===== src/rtl/pcd8544_spi_rx.sv =====
`default_nettype none
// +----------------------------------------------------------------------------+
// | pcd8544_spi_rx: PCD8544 (Nokia 5110) serial-link receiver and decoder.     |
// | Optional macro RX_VOP_EN implements the vop/bias/tc registers.             |
// | Revision: 1.0                                                              |
// +----------------------------------------------------------------------------+
module pcd8544_spi_rx #(
    parameter int COLS        = 84,
    parameter int ROWS        = 6,
    parameter int SYNC_STAGES = 2
) (
    input  logic       clock,
    input  logic       Reset,
    input  logic       sclk,
    input  logic       mosi,
    input  logic       sce,
    input  logic       dc,
    input  logic       lcd_rst,
    output logic       wr_en,
    output logic [8:0] wr_addr,
    output logic [7:0] wr_data,
    output logic       cmd_valid,
    output logic [7:0] cmd_byte,
    output logic [1:0] disp_mode,
    output logic       pwr_down,
    output logic       vaddr,
    output logic       frame_done,
    output logic       err_frame,
    output logic [6:0] vop,
    output logic [2:0] bias,
    output logic [1:0] tc
);
    localparam int         c_SYNC_N   = (SYNC_STAGES < 2) ? 2 : SYNC_STAGES;
    localparam int         c_XW       = (COLS > 1) ? $clog2(COLS) : 1;
    localparam int         c_YW       = (ROWS > 1) ? $clog2(ROWS) : 1;
    // Stage order {lcd_rst, dc, sce, mosi, sclk}; sce idles high (deselected).
    localparam logic [4:0] c_SYNC_RST = 5'b00100;

    logic [c_SYNC_N-1:0][4:0] r_sync;
    logic                     r_sclk_prev;
    logic w_sclk_s, w_mosi_s, w_sce_s, w_dc_s, w_lrst_s;
    logic w_rst, w_edge;
    logic [7:0] w_byte;
    logic [8:0] w_addr;

    logic [2:0]      r_bitcnt;
    logic [6:0]      r_shift;
    logic [c_XW-1:0] r_x;
    logic [c_YW-1:0] r_y;
    logic            r_h, r_v, r_pd;
    logic [1:0]      r_disp;
    logic            r_wr_en, r_cmd_valid, r_frame_done, r_err_frame;
    logic [8:0]      r_wr_addr;
    logic [7:0]      r_wr_data, r_cmd_byte;

    always_ff @(posedge clock) begin
        if (!Reset) begin
            r_sync      <= {c_SYNC_N{c_SYNC_RST}};
            r_sclk_prev <= 1'b0;
        end else begin
            r_sync      <= {r_sync[c_SYNC_N-2:0], {lcd_rst, dc, sce, mosi, sclk}};
            r_sclk_prev <= w_sclk_s;
        end
    end

    assign {w_lrst_s, w_dc_s, w_sce_s, w_mosi_s, w_sclk_s} = r_sync[c_SYNC_N-1];
    assign w_rst  = !Reset || !w_lrst_s;
    assign w_edge = w_sclk_s && !r_sclk_prev;
    assign w_byte = {r_shift, w_mosi_s};
    assign w_addr = 9'(r_y) * 9'(COLS) + 9'(r_x);

`ifdef RX_VOP_EN
    logic [6:0] r_vop;
    logic [2:0] r_bias;
    logic [1:0] r_tc;
`endif

    always_ff @(posedge clock) begin
        if (w_rst) begin
            r_bitcnt     <= 3'd0;
            r_shift      <= 7'd0;
            r_x          <= '0;
            r_y          <= '0;
            r_h          <= 1'b0;
            r_v          <= 1'b0;
            r_pd         <= 1'b1;
            r_disp       <= 2'b00;
            r_wr_en      <= 1'b0;
            r_cmd_valid  <= 1'b0;
            r_frame_done <= 1'b0;
            r_err_frame  <= 1'b0;
            r_wr_addr    <= 9'd0;
            r_wr_data    <= 8'd0;
            r_cmd_byte   <= 8'd0;
`ifdef RX_VOP_EN
            r_vop        <= 7'd0;
            r_bias       <= 3'd0;
            r_tc         <= 2'd0;
`endif
        end else begin
            r_wr_en      <= 1'b0;
            r_cmd_valid  <= 1'b0;
            r_frame_done <= 1'b0;
            r_err_frame  <= 1'b0;
            if (w_sce_s) begin
                // Deselect aborts any partial byte.
                r_bitcnt <= 3'd0;
                if (r_bitcnt != 3'd0)
                    r_err_frame <= 1'b1;
            end else if (w_edge) begin
                r_shift  <= w_byte[6:0];
                r_bitcnt <= r_bitcnt + 3'd1;
                if (r_bitcnt == 3'd7) begin
                    if (w_dc_s) begin
                        r_wr_en   <= 1'b1;
                        r_wr_addr <= w_addr;
                        r_wr_data <= w_byte;
                        if (!r_v) begin
                            if (r_x == c_XW'(COLS - 1)) begin
                                r_x <= '0;
                                if (r_y == c_YW'(ROWS - 1)) begin
                                    r_y          <= '0;
                                    r_frame_done <= 1'b1;
                                end else begin
                                    r_y <= r_y + 1'b1;
                                end
                            end else begin
                                r_x <= r_x + 1'b1;
                            end
                        end else begin
                            if (r_y == c_YW'(ROWS - 1)) begin
                                r_y <= '0;
                                if (r_x == c_XW'(COLS - 1)) begin
                                    r_x          <= '0;
                                    r_frame_done <= 1'b1;
                                end else begin
                                    r_x <= r_x + 1'b1;
                                end
                            end else begin
                                r_y <= r_y + 1'b1;
                            end
                        end
                    end else begin
                        r_cmd_valid <= 1'b1;
                        r_cmd_byte  <= w_byte;
                        if (w_byte[7:3] == 5'b00100) begin
                            {r_pd, r_v, r_h} <= w_byte[2:0];
                        end else if (!r_h) begin
                            if (w_byte[7:3] == 5'b00001) begin
                                r_disp <= {w_byte[2], w_byte[0]};
                            end else if (w_byte[7:3] == 5'b01000) begin
                                if (int'(w_byte[2:0]) < ROWS)
                                    r_y <= c_YW'(w_byte[2:0]);
                            end else if (w_byte[7]) begin
                                if (int'(w_byte[6:0]) < COLS)
                                    r_x <= c_XW'(w_byte[6:0]);
                            end
                        end
`ifdef RX_VOP_EN
                        else begin
                            if (w_byte[7:2] == 6'b000001)
                                r_tc <= w_byte[1:0];
                            else if (w_byte[7:3] == 5'b00010)
                                r_bias <= w_byte[2:0];
                            else if (w_byte[7])
                                r_vop <= w_byte[6:0];
                        end
`endif
                    end
                end
            end
        end
    end

    assign wr_en      = r_wr_en;
    assign wr_addr    = r_wr_addr;
    assign wr_data    = r_wr_data;
    assign cmd_valid  = r_cmd_valid;
    assign cmd_byte   = r_cmd_byte;
    assign disp_mode  = r_disp;
    assign pwr_down   = r_pd;
    assign vaddr      = r_v;
    assign frame_done = r_frame_done;
    assign err_frame  = r_err_frame;
`ifdef RX_VOP_EN
    assign vop        = r_vop;
    assign bias       = r_bias;
    assign tc         = r_tc;
`else
    assign vop        = 7'd0;
    assign bias       = 3'd0;
    assign tc         = 2'd0;
`endif

endmodule
`default_nettype wire


===== config.mk =====
export PLATFORM = sky130hd
export DESIGN_NAME = pcd8544_spi_rx
export DESIGN_NICKNAME = d
export VERILOG_FILES = /design/src/rtl/pcd8544_spi_rx.sv
export SDC_FILE = /design/constraint.sdc
export NUM_CORES = 1
export LEC_CHECK = 0
export ABC_AREA = 1
export CORE_AREA = 2 2 91 93
export DETAILED_ROUTE_END_ITERATION = 7
export DIE_AREA = 0 0 93 95
export PLACE_DENSITY = 0.58
export SETUP_SLACK_MARGIN = 0.05
export SLEW_MARGIN = 20
export SYNTH_ARGS = -nofsm -noshare
export SYNTH_HDL_FRONTEND = slang
export SYNTH_SLANG_ARGS = --single-unit
export TNS_END_PERCENT = 100

===== constraint.sdc =====
create_clock -name clock -period 2.5 [get_ports clock]
set_clock_uncertainty 0.1 [all_clocks]
set_input_delay 0.625 -clock clock [delete_from_list [all_inputs] [get_ports clock]]
set_output_delay 0.625 -clock clock [all_outputs]
set_load 0.01 [all_outputs]

==> impl_metrics.toml <==
[finish]
nNetsFinal = 469
layout-drive-gt1-share = 0.08590
diodes = 0
final_cells = 559
regArea_mm2 = 0.001301
stdcell_area_mm2 = 0.003702
area_growth_pct = 22.22
multi_input_area_mm2 = 0.001413
post-route-util = 0.4670
fillers = 818

[min_path]
hold_depth = 2
min_to = "r_sync[7]$_SDFF_PN1_"
min_from = "r_sync[2]$_SDFF_PN1_"
hold_path.class = "flop to flop"

[detailed_routing]
vias = 2580
drcViolationCount = 0
vias_per_cell = 4.615
first_pass_iters = 4
routedWlPerCell_um = 12.26
drt_iter0_drc = 107
wirelength_um = 6854
ant_nets = 0

[setup_path]
critical_path_class = "flop to flop"
rr_endpoint = "wr_addr[7]$_SDFFE_PP0N_"
cp_data_arrival_time_ps = 2180
start_kind = "flop"
required_ps = 2640
crit_fanout = 4
endpoint_kind = "flop"
worstReg2RegStart = "r_y[0]$_SDFFE_PP0P_"
r2r_setup_slack_ps = 460
reg2reg_depth = 10

[sta]
finalSetupViolCount = 0
tns_ps = 0
hold_violations = 0
fmaxAchievable_mhz = 489.6
rsz0062_at_grt = "no"
final_max_slew_viol_count = 0
fin_ws_ps = 457.6
post-route-min-period_ps = 2042
fin_crit_sh = 0.8170
worst_hold_slack_ps = 314.9

[place]
dpl_worst_slack_ps = 472.0
dp.cells = 543
place_area_mm2 = 0.003507
gp_congestion = 0.8419
hpwl_um = 4887
portBuffers = 39

[pwr]
p_per_area_mw_per_mm2 = 537.2
power.total_mw = 1.989
p_leak_nw = 1.663
ir_drop_v = 0.0004208

[synth]
synth_seq_cells = 65
synth_area_mm2 = 0.003029
synth_top_area_share = 0.4296
netlist_instances = 404
async_flop_share = 0
synthTopCellsByCount = "72 x nand2_1, 65 x dfxtp_1, 51 x inv_1"
synth_ff_type = "dfxtp_1"
yosys_warnings = 0
synth_edf_count = 0
yosysTopAreaCell = "dfxtp_1"
synthMostInstantiatedCell = "nand2_1"
ys_types = 33
avgSynthCellArea_um2 = 7.498
yosysSeqAreaShare = 0.4296
synth_area_leaders = "dfxtp_1 43%, nand2_1 8.9%, o21ai_0 7.1%, inv_1 6.3%, nor2_1 5.5%"

[floorplanning]
num_rows = 33
die_x_um = 93
coreArea_mm2 = 0.007928
dieArea_mm2 = 0.008835
start_util = 0.3821
die_h_um = 95
io_pins = 52

[global_route]
grt_pass1_vias = 2375
grt_overflow = 0
grt_start_max_net_pins = 46
grt_pass1_wl_um = 11210
track_usage = 0.1625
antenna_found_initial = 0

[cts]
root_buffer = "clkbuf_8"
path_clk_slew_ps = 70
hold_buffers = 0
cts_inserted_buffers = 9
cts_tree = "yes"
clk_path_buf_depth = 2
post-cts-setup-buffers = 0
cts.repair.resized = 0
cts_sinks = 65
h-tree-depth = 3
clk_latency_ps = 350

[outcome]
status = "complete, no violations"

[flow_run]
drv_cap = 0
cells in the final DEF, fill, tap and decap left out, types with 4 or more instances in the layout:
cell type | netlist | routed
conb_1 | 1 | 12
a21oi_1 | 30 | 30
o21ai_0 | 43 | 43
dfxtp_1 | 65 | 65
clkbuf_8 | 0 | 9
inv_1 | 51 | 51
ha_1 | 12 | 12
buf_4 | 14 | 6
nand3_1 | 24 | 24
nand3_2 | 4 | 4
nand2_1 | 72 | 72
xor2_1 | 4 | 4
clkdlybuf4s50_1 | 0 | 39
nor2_1 | 44 | 44
how the worst max path moves through the flow:
stage | to | cells past startpoint | from
4_1_cts | wr_addr[7]$_SDFFE_PP0N_ | 10 | r_y[0]$_SDFFE_PP0P_
2_1_floorplan | wr_addr[7]$_SDFFE_PP0N_ | 10 | r_y[0]$_SDFFE_PP0P_
5_1_grt | wr_addr[7]$_SDFFE_PP0N_ | 10 | r_y[0]$_SDFFE_PP0P_
3_3_place_gp | wr_addr[7]$_SDFFE_PP0N_ | 10 | r_y[0]$_SDFFE_PP0P_
6_report | wr_addr[7]$_SDFFE_PP0N_ | 10 | r_y[0]$_SDFFE_PP0P_
3_5_place_dp | wr_addr[7]$_SDFFE_PP0N_ | 10 | r_y[0]$_SDFFE_PP0P_
metal layers:
layer,share of wire,global-route usage,vias up
met5,0,0,-
met4,0.014,0.04534,0
met3,0.040,0.04868,13
met2,0.48,0.2742,46
met1,0.46,0.2022,1159
li1,-,-,1362
layout make-up:
| type | count | area share |
|---|---|---|
| Clock inverter | 6 | 0.01825 |
| Clock buffer | 10 | 0.03447 |
| Inverter | 55 | 0.05576 |
| Sequential cell | 65 | 0.3515 |
| Tap cell | 105 | 0.03548 |
| Timing Repair Buffer | 46 | 0.1230 |
| Multi-Input combinational cell | 272 | 0.3815 |
kinds of logic (layout without fill, tap and decap cells):
kind of cell | Yosys count | in the layout | share of synthesized area
AO/OA/AOI/OAI | 81 | 81 | 0.1388
XOR/XNOR | 6 | 6 | 0.01735
adder cells (fa/ha/maj) | 13 | 13 | 0.05617
buffers and inverters | 78 | 117 | 0.1177
flip-flops | 65 | 65 | 0.4296
other | 1 | 12 | 0.001238
AND/OR/NAND/NOR | 160 | 160 | 0.2392
registers in the layout (all words and copies together) (netlist names):
signal       cells
r_bitcnt         3
cmd_byte         8
frame_done       1
r_sync          10
wr_en            1
cmd_valid        1
r_x              7
r_sclk_prev      1
r_shift          7
pwr_down         1
wr_data          8
err_frame        1
vaddr            1
wr_addr          9
r_y              3
disp_mode        2
r_h              1
power breakdown:
part | internal, mW | switching, mW
Sequential | 1.04 | 0.00488
Combinational | 0.0181 | 0.0336
Clock | 0.464 | 0.426
worst max-delay path: stages (launching register included):
cell	delay (ps)
dfxtp_1	320
ha_1	190
ha_1	200
ha_1	280
ha_1	330
a21oi_1	160
nand2_1	80
nand2_1	60
nand2_1	40
o21bai_1	130
inv_1	40
(Power assumes the default switching activity.)
